===== src/rtl/phy_tx_pkg.sv =====
// Shared types and constants for the single-clock PHY Tx lane serializer.
package phy_tx_pkg;

  typedef enum logic {
    TRAIN  = 1'b0,
    ACTIVE = 1'b1
  } link_state_e;

  // K28.5 comma, sent whenever nothing is being transmitted
  localparam logic [7:0] IDLE_K285 = 8'hBC;

  // Ceiling log2, never below 1 so counters always have at least one bit
  function automatic int unsigned clog2(input int unsigned v);
    int unsigned r;
    r = 1;
    for (int unsigned i = 1; i < 32; i++) begin
      if ((64'd1 << i) < 64'(v)) r = i + 1;
    end
    return r;
  endfunction

endpackage


===== src/rtl/phy_tx_lane_serializer_if.sv =====
// Lane bundle handshake between the frame source and the serializer.
interface phy_tx_lane_serializer_if #(
  parameter int unsigned LANES = 4,
  parameter int unsigned WIDTH = 8
);

  logic [LANES*WIDTH-1:0] in_data;
  logic [LANES-1:0]       in_valid;
  logic                   in_ready;

  modport master (output in_data, output in_valid, input in_ready);
  modport slave  (input in_data, input in_valid, output in_ready);

endinterface


===== src/rtl/phy_tx_frame_shift.sv =====
// Frame-wide shift register; loads lane 0 into the top bits so it leaves first,
// replacing idle or invalid lanes with the IDLE symbol.
module phy_tx_frame_shift
  import phy_tx_pkg::*;
#(
  parameter int unsigned LANES    = 4,
  parameter int unsigned WIDTH    = 8,
  parameter logic [7:0]  IDLE_SYM = IDLE_K285
) (
  input  logic                   clk,
  input  logic                   rst_n,
  input  logic                   load,
  input  logic                   idle_all,
  input  logic [LANES*WIDTH-1:0] data,
  input  logic [LANES-1:0]       valid,
  output logic                   serial
);

  localparam int unsigned FRAME = LANES * WIDTH;
  localparam logic [WIDTH-1:0] IDLE_W = WIDTH'(IDLE_SYM);

  logic [FRAME-1:0] sh;
  logic [FRAME-1:0] load_word_c;

  always_comb begin
    load_word_c = '0;
    for (int unsigned i = 0; i < LANES; i++) begin
      load_word_c[FRAME-1-i*WIDTH -: WIDTH] =
        (!idle_all && valid[i]) ? data[i*WIDTH +: WIDTH] : IDLE_W;
    end
  end

  always_ff @(posedge clk or negedge rst_n) begin
    if (!rst_n) begin
      sh <= '0;
    end else if (load) begin
      sh <= load_word_c;
    end else begin
      sh <= {sh[FRAME-2:0], 1'b0};
    end
  end

  assign serial = sh[FRAME-1];

endmodule


===== src/rtl/phy_tx_lane_serializer.sv =====
// Single-clock PHY Tx: frame counter, TRAIN/ACTIVE link FSM, recirculation
// to the tester port and MSB-first serialisation of the lane bundle.
module phy_tx_lane_serializer
  import phy_tx_pkg::*;
#(
  parameter int unsigned LANES      = 4,
  parameter int unsigned WIDTH      = 8,
  parameter logic [7:0]  IDLE_SYM   = IDLE_K285,
  parameter int unsigned ACT_FRAMES = 2
) (
  input  logic                      clk32f,
  input  logic                      reset,
  phy_tx_lane_serializer_if.slave   bus,
  input  logic                      rx_active,
  output logic                      out_serial,
  output logic                      out_sync,
  output logic                      link_active,
  output logic [LANES*WIDTH-1:0]    recir_data,
  output logic [LANES-1:0]          recir_valid
);

  localparam int unsigned FRAME = LANES * WIDTH;
  localparam int unsigned CNT_W = clog2(FRAME);
  localparam int unsigned ACT_W = clog2(ACT_FRAMES + 1);
  localparam logic [CNT_W-1:0] LAST    = CNT_W'(FRAME - 1);
  localparam logic [ACT_W-1:0] ACT_MAX = ACT_W'(ACT_FRAMES);

  logic [CNT_W-1:0] cnt;
  logic [CNT_W-1:0] cnt_next_c;
  logic [ACT_W-1:0] act_cnt;
  logic [ACT_W-1:0] act_next_c;
  link_state_e      state;
  link_state_e      state_next_c;
  logic             boundary_c;
  logic             handshake_c;
  logic             load_idle_c;
  logic             ready_q;

  // Next counter, activity and link state as they will be after this edge
  always_comb begin
    boundary_c   = (cnt == LAST);
    cnt_next_c   = boundary_c ? '0 : cnt + 1'b1;
    act_next_c   = '0;
    state_next_c = state;
    if (rx_active) begin
      act_next_c = (act_cnt == ACT_MAX) ? ACT_MAX : act_cnt + 1'b1;
    end
    if (!rx_active) begin
      state_next_c = TRAIN;
    end else if (act_next_c == ACT_MAX) begin
      state_next_c = ACTIVE;
    end
    handshake_c = |bus.in_valid;
    load_idle_c = (state_next_c == TRAIN);
  end

  // in_ready and out_sync are precomputed from the next count so they stay flops
  always_ff @(posedge clk32f or negedge reset) begin
    if (!reset) begin
      cnt         <= '0;
      act_cnt     <= '0;
      state       <= TRAIN;
      ready_q     <= 1'b0;
      out_sync    <= 1'b1;
      link_active <= 1'b0;
      recir_data  <= '0;
      recir_valid <= '0;
    end else begin
      cnt      <= cnt_next_c;
      ready_q  <= (cnt_next_c == LAST);
      out_sync <= (cnt_next_c == '0);
      if (boundary_c) begin
        act_cnt     <= act_next_c;
        state       <= state_next_c;
        link_active <= (state_next_c == ACTIVE);
        if (load_idle_c && handshake_c) begin
          recir_data  <= bus.in_data;
          recir_valid <= bus.in_valid;
        end else begin
          recir_valid <= '0;
        end
      end
    end
  end

  assign bus.in_ready = ready_q;

  phy_tx_frame_shift #(
    .LANES    (LANES),
    .WIDTH    (WIDTH),
    .IDLE_SYM (IDLE_SYM)
  ) u_shift (
    .clk      (clk32f),
    .rst_n    (reset),
    .load     (boundary_c),
    .idle_all (load_idle_c),
    .data     (bus.in_data),
    .valid    (bus.in_valid),
    .serial   (out_serial)
  );

endmodule


===== src/flat_wrapper.sv =====
// flat-port wrapper written by rule: the top's interface ports become plain ports
module phy_tx_lane_serializer_flat import phy_tx_pkg::*;
#(
  parameter int unsigned LANES      = 4,
  parameter int unsigned WIDTH      = 8,
  parameter logic [7:0]  IDLE_SYM   = IDLE_K285,
  parameter int unsigned ACT_FRAMES = 2
)
  (clk32f, reset, rx_active, out_serial, out_sync, link_active, recir_data, recir_valid, bus_in_data, bus_in_valid, bus_in_ready);
  phy_tx_lane_serializer_if #(.LANES(LANES), .WIDTH(WIDTH)) bus_i ();
  input  logic clk32f;
  input  logic reset;
  input  logic rx_active;
  output logic out_serial;
  output logic out_sync;
  output logic link_active;
  output logic [LANES*WIDTH-1:0] recir_data;
  output logic [LANES-1:0] recir_valid;
  input wire logic [$bits(bus_i.in_data)-1:0] bus_in_data;
  input wire logic [$bits(bus_i.in_valid)-1:0] bus_in_valid;
  output wire logic [$bits(bus_i.in_ready)-1:0] bus_in_ready;
  assign bus_i.in_data = bus_in_data;
  assign bus_i.in_valid = bus_in_valid;
  assign bus_in_ready = bus_i.in_ready;
  phy_tx_lane_serializer #(.LANES(LANES), .WIDTH(WIDTH), .IDLE_SYM(IDLE_SYM), .ACT_FRAMES(ACT_FRAMES)) u_core (.clk32f(clk32f), .reset(reset), .bus(bus_i), .rx_active(rx_active), .out_serial(out_serial), .out_sync(out_sync), .link_active(link_active), .recir_data(recir_data), .recir_valid(recir_valid));
endmodule

===== config.mk =====
export PLATFORM = sky130hd
export DESIGN_NAME = phy_tx_lane_serializer_flat
export DESIGN_NICKNAME = d
export VERILOG_FILES = /design/src/rtl/phy_tx_pkg.sv /design/src/rtl/phy_tx_lane_serializer_if.sv /design/src/rtl/phy_tx_frame_shift.sv /design/src/rtl/phy_tx_lane_serializer.sv /design/src/flat_wrapper.sv
export SDC_FILE = /design/constraint.sdc
export NUM_CORES = 1
export LEC_CHECK = 0
export BUFFER_PORTS_ARGS = -buffer_cell sky130_fd_sc_hd__buf_2
export CORE_MARGIN = 3
export CORE_UTILIZATION = 35
export DETAILED_ROUTE_END_ITERATION = 6
export SLEW_MARGIN = 20
export SYNTH_ARGS = -nofsm -noshare
export SYNTH_HDL_FRONTEND = slang
export SYNTH_SLANG_ARGS = --single-unit

===== constraint.sdc =====
create_clock -name clk32f -period 2 [get_ports clk32f]
set_input_delay 0.4 -clock clk32f [delete_from_list [all_inputs] [get_ports clk32f]]
set_output_delay 0.4 -clock clk32f [all_outputs]
set_load 0.1 [all_outputs]

==> impl_metrics.env, run 1 <==
export IMPL_status="finished clean"
export IMPL_fill_cells=759
export IMPL_initial_core_util=0.3706
export IMPL_cts_tree="yes"
export IMPL_r2r_setup_slack_ps=140
export IMPL_fin_cells=407
export IMPL_critPathRequiredTime_ps=2230
export IMPL_syn_num_nets=249
export IMPL_antenna_left=0
export IMPL_path_max_fanout=21
export IMPL_post_route_min_period_ps=1856
export IMPL_setup_slack_ps=143.6
export IMPL_placed_area_um2=3699
export IMPL_vdd_drop_max_mv=0.4272
export IMPL_grt_antenna_before_repair=0
export IMPL_cp_arrival_ps=2090
export IMPL_die_area_um2=10130
export IMPL_synth_top_area_share=0.6143
export IMPL_max_slew_margin=0.6718
export IMPL_cts_root_buf="clkbuf_8"
export IMPL_grt_pass1_vias=2028
export IMPL_io_buffers=78
export IMPL_clk_pin_slew_ps=90
export IMPL_fp_dieW_um=100.7
export IMPL_wl_um=6414
export IMPL_synth_seq_cells=78
export IMPL_cp_slowest_cell="dfrtp_1"
export IMPL_yosysSeqAreaShare=0.6227
export IMPL_seqCellArea_um2=1953
export IMPL_dr_total_vias=1962
export IMPL_dr_first_iter_drc_count=26
export IMPL_cp_end_kind="flop"
export IMPL_slew_viol_final=0
export IMPL_final_area_um2=3950
export IMPL_netlist_area_um2=3137
export IMPL_post_drt_wl_per_cell_um=15.76
export IMPL_hold_path_class="in -> reg"
export IMPL_worst_setup_path_type="reg -> reg"
export IMPL_synth_top_area_cell="dfrtp_1"
export IMPL_grt_total_usage=0.1337
export IMPL_setup_tns_ps=0
export IMPL_synth_warnings=0
export IMPL_area_growth_pct=25.93
export IMPL_fin_nets=341
export IMPL_maxCapViolCount=0
export IMPL_syn_avg_cell_area_um2=15.30
export IMPL_grt_ovfl_total=0
export IMPL_final_cell_mix="77 x buf_2, 77 x dfrtp_1, 30 x mux2_4"
export IMPL_ys_types=27
export IMPL_io_pins=79
export IMPL_synthTopCellsByArea="dfrtp_1 61%, mux2_4 14%, o22a_1 5.6%"
export IMPL_chipHeight_um=100.7
export IMPL_grt_pass1_wl_um=10520
export IMPL_worst_pin_slew_ps=495.7
export IMPL_insertion_delay_ps=350
export IMPL_grt_setup_unrepaired="no"
export IMPL_drc=0
export IMPL_gp_congestion=0.7478
export IMPL_htreeDepth=3
export IMPL_netlist_instances=205
export IMPL_numCtsBuffers=9
export IMPL_vias_per_cell=4.821
export IMPL_dp_hpwl_um=4463
export IMPL_cts_sinks=78
export IMPL_dp_cells=390
export IMPL_cellPowerDensity_nw_per_um2=891.6
export IMPL_layout_drive_gt1_share=0.4768
export IMPL_grt_max_degree=46
export IMPL_rows=33
export IMPL_diodes=0
export IMPL_first_pass_iters=4
export IMPL_leakage_nw=2.070
export IMPL_cp_cell_sequence="ha_1, and3_1, ha_2, buf_6, o2111ai_1, buf_4, o22a_1"
export IMPL_crit_path_start_kind="flop"
export IMPL_multi_input_area_um2=1046
export IMPL_fin_skew_ps=9.277
export IMPL_ctsLongestPathBuffers=2
export IMPL_core_um2=8464
export IMPL_slowest_delay_ps=400
export IMPL_fmax_mhz=538.7
export IMPL_post_place_ws_ps=-56.83
export IMPL_finalCritPeriodShare=0.9282
export IMPL_setup_viol=0
export IMPL_finalHoldViolCount=0
[logic make-up after synthesis]
group / count (synthesis) / synth area share
AO/OA/AOI/OAI: 43 / 0.1173
XOR/XNOR: 2 / 0.005585
adder cells (fa/ha/maj): 5 / 0.01994
buffers and inverters: 26 / 0.04667
flip-flops: 78 / 0.6227
multiplexers: 32 / 0.1508
AND/OR/NAND/NOR: 19 / 0.03710
[layout make-up]
cell class | count | share of cell area
repair buffers | 90 | 0.1334
clock buffers | 9 | 0.03136
multi-input cells | 101 | 0.2648
clock inverters | 7 | 0.02661
flip-flops and latches | 78 | 0.4945
inverters | 17 | 0.01615
well taps | 105 | 0.03326
[registers in the layout, summed over array words and instances (netlist names)]
name,flops
u_core.act_cnt,2
u_core.recir_valid,4
u_core.out_sync,1
u_core.u_shift.sh,32
u_core.cnt,5
u_core.recir_data,32
u_core.link_active,1
u_core.bus.in_ready,1
[worst paths after layout]
check	cells after the start	to	start
hold reg to reg	1	u_core.u_shift.sh[17]$_DFF_PN0_	u_core.u_shift.sh[16]$_DFF_PN0_
setup / recovery	7	u_core.u_shift.sh[28]$_DFF_PN0_	u_core.cnt[1]$_DFF_PN0_
setup reg to reg	7	u_core.u_shift.sh[28]$_DFF_PN0_	u_core.cnt[1]$_DFF_PN0_
hold / removal	3	u_core.u_shift.sh[0]$_DFF_PN0_	bus_in_data[24]
max in group asynchronous	3	u_core.recir_data[10]$_DFFE_PN0P_	reset
min in group asynchronous	2	u_core.recir_data[27]$_DFFE_PN0P_	reset
[layer usage]
layer	track usage	routed length (µm)	vias up
li1	-	-	918
met1	0.1950	3208	974
met2	0.1889	2767	65
met3	0.04567	398	5
met4	0.03731	41	0
met5	0	0	-
[synth_stat cells, drive strengths merged]
cell type	number
dfstp	1
or4	1
o2111ai	4
mux2	32
nor2b	2
nor4	1
nand3	3
a22o	4
o22a	20
o21ai	3
nand3b	1
nand4	1
o2bb2ai	11
o21ba	1
inv	17
and3	2
ha	5
clkbuf	5
dfrtp	77
xnor2	1
nor2	6
buf	4
nand2	2
xor2	1
[through the flow]
stage / utilization / hold slack [ps] / power [mW]
5_1_grt: 0.4667 / 265.3 / 3.666
4_1_cts: 0.4659 / 251.9 / 3.581
6_report: 0.4667 / 276.6 / 3.522
3_5_place_dp: 0.4370 / 393.7 / 2.208
3_3_place_gp: 0.4370 / 383.8 / 2.205
2_1_floorplan: - / 104.4 / 2.061
[repair_timing]
item	CTS	global route
setup buffers	0	0
pin swaps	0	0
resized for setup	1	2
endpoints found under the hold margin	8	0
hold buffers	1	0
setup endpoints to repair	5	22
[power by group]
part | internal (mW) | switching, mW
logic | 0.119 | 0.402
clock network | 0.723 | 0.625
registers | 1.63 | 0.0264
total | 2.47 | 1.05
[critical path, delay by kind of cell (launching register included)]
family | cells | cell delay, ps
buf+inv | 2 | 390
simple gates | 1 | 170
flops | 1 | 400
fa+ha+maj | 2 | 430
compound gates | 2 | 350
Power figures use the tool's default switching activity.
==> inputs of run 2 (changes only) <==
- CAP_MARGIN: default -> 20
- PLACE_DENSITY: default -> 0.59
==> run 2 against run 1 <==
Clock-buffer cell count grew 4. Clock power shrank 12%. Total power shrank 4.4%. Critical path type unchanged. Largest cell class unchanged. Highest routed layer unchanged.
==> impl_metrics.env, run 2 (synthesis gave the netlist of run 1 again) <==
export IMPL_status="finished clean"
export IMPL_diodes=0
export IMPL_leakage_nw=2.066
export IMPL_max_slew_margin=0.6723
export IMPL_maxCapViolCount=0
export IMPL_post_drt_wl_per_cell_um=15.46
export IMPL_final_area_um2=3930
export IMPL_fin_nets=341
export IMPL_fmax_mhz=543.9
export IMPL_switching_power_uw=975.6
export IMPL_total_power_mw=3.367
export IMPL_combPwrFrac=0.154
export IMPL_io_pins=79
export IMPL_cellPowerDensity_nw_per_um2=856.7
export IMPL_numCtsBuffers=9
export IMPL_worst_setup_path_type="reg -> reg"
export IMPL_slew_viol_final=0
export IMPL_cts_sinks=78
export IMPL_dp_hpwl_um=4453
export IMPL_path_max_fanout=16
export IMPL_internal_power_mw=2.391
export IMPL_final_cell_mix="77 x buf_2, 77 x dfrtp_1, 30 x mux2_4"
export IMPL_gp_congestion=0.7198
export IMPL_seqCellArea_um2=1953
export IMPL_dr_total_vias=1953
export IMPL_reg2reg_depth=6
export IMPL_wl_um=6293
export IMPL_grt_setup_unrepaired="no"
export IMPL_antenna_left=0
export IMPL_chipHeight_um=100.7
export IMPL_drc=0
export IMPL_multi_input_area_um2=1044
export IMPL_swShare=0.2897
export IMPL_rows=33
export IMPL_grt_ovfl_total=0
export IMPL_crit_path_start_kind="flop"
export IMPL_grt_pass1_vias=2020
export IMPL_clkPwrFrac=0.354
export IMPL_reg_top3="u_core.recir_data (32), u_core.u_shift.sh (32), u_core.cnt (5)"
export IMPL_grt_antenna_before_repair=0
export IMPL_area_growth_pct=25.29
export IMPL_critPathRequiredTime_ps=2210
export IMPL_fill_cells=776
export IMPL_grt_pass1_wl_um=10210
export IMPL_insertion_delay_ps=340
export IMPL_hold_path_class="in -> async"
export IMPL_setup_viol=0
export IMPL_ctsLongestPathBuffers=2
export IMPL_clk_pin_slew_ps=80
export IMPL_vdd_drop_max_mv=0.4166
export IMPL_initial_core_util=0.3706
export IMPL_post_route_min_period_ps=1839
export IMPL_cp_end_kind="flop"
export IMPL_power_frac_seq=0.491
export IMPL_htreeDepth=3
export IMPL_finalHoldViolCount=0
export IMPL_cts_tree="yes"
export IMPL_grt_total_usage=0.1307
export IMPL_cp_arrival_ps=2050
export IMPL_cts_root_buf="clkbuf_8"
export IMPL_first_pass_iters=4
export IMPL_placed_area_um2=3719
export IMPL_io_buffers=78
export IMPL_finalCritPeriodShare=0.9193
export IMPL_layout_drive_gt1_share=0.4702
export IMPL_die_area_um2=10130
export IMPL_vias_per_cell=4.799
export IMPL_fin_skew_ps=13.85
export IMPL_dr_first_iter_drc_count=43
export IMPL_ctsHoldBuffers=0
export IMPL_grt_max_degree=36
export IMPL_worst_pin_slew_ps=494.9
export IMPL_core_um2=8464
export IMPL_fp_dieW_um=100.7
run 2: worst max-delay path, cell delays in order (launching register included):
cell and delay (ps):
dfrtp_1 420, ha_1 220, and3_1 190, ha_1 240, nand4_4 150, buf_12 200
mux2_4 310
run 2: power groups by stage:
stage               logic (mW)  registers [mW]  clock network, mW
finish                   0.520            1.65               1.19
global placement         0.523            1.68                  0
floorplan               0.0755            1.99                  0
detailed placement       0.525            1.68                  0
CTS                      0.526            1.65               1.24
global route             0.546            1.66               1.30
run 2: worst paths after layout:
| kind | start | to | slack (ps) |
|---|---|---|---|
| max | u_core.cnt[1]$_DFF_PN0_ | u_core.recir_data[10]$_DFFE_PN0P_ | 160 |
| min | reset | u_core.recir_data[31]$_DFFE_PN0P_ | 10 |
| max reg2reg | u_core.cnt[1]$_DFF_PN0_ | u_core.recir_data[10]$_DFFE_PN0P_ | 160 |
| min reg2reg | u_core.u_shift.sh[8]$_DFF_PN0_ | u_core.u_shift.sh[9]$_DFF_PN0_ | 450 |
| max in group asynchronous | reset | u_core.recir_data[10]$_DFFE_PN0P_ | 1420 |
| min in group clk32f | bus_in_data[24] | u_core.u_shift.sh[0]$_DFF_PN0_ | 280 |
run 2: layout make-up:
cell class | count | area share
clock buffer | 13 | 0.04043
inverter | 17 | 0.01624
timing repair buffer | 90 | 0.1366
multi-input combinational | 101 | 0.2655
sequential | 78 | 0.4970
tap | 105 | 0.03343
clock inverter | 3 | 0.01082
run 2: per-layer routing:
metal / routed length, µm / track usage / vias up
met3: 367 / 0.03114 / 9
met2: 2767 / 0.1904 / 57
met4: 91 / 0.05285 / 0
met5: 0 / 0 / -
li1: - / - / 921
met1: 3068 / 0.1870 / 966
run 2: what timing repair did:
item	in CTS	in global routing
setup endpoints to repair	5	8
pin swaps	0	0
buffers inserted	0	0
gates cloned	0	0
gates resized for setup	1	1
run 2: stage by stage:
step                      utilization  hold slack, ps  TNS [ps]  cells  worst slack (ps)
after floorplan                     -           104.4         0    205             4.013
after global placement         0.4393           386.0         0    391             63.08
after detailed placement       0.4393           393.0    -6.394    391            -4.563
after CTS                      0.4639           16.87         0    407             94.60
after global routing           0.4643           29.84         0    407             33.24
final                          0.4643           11.26         0    407             161.3
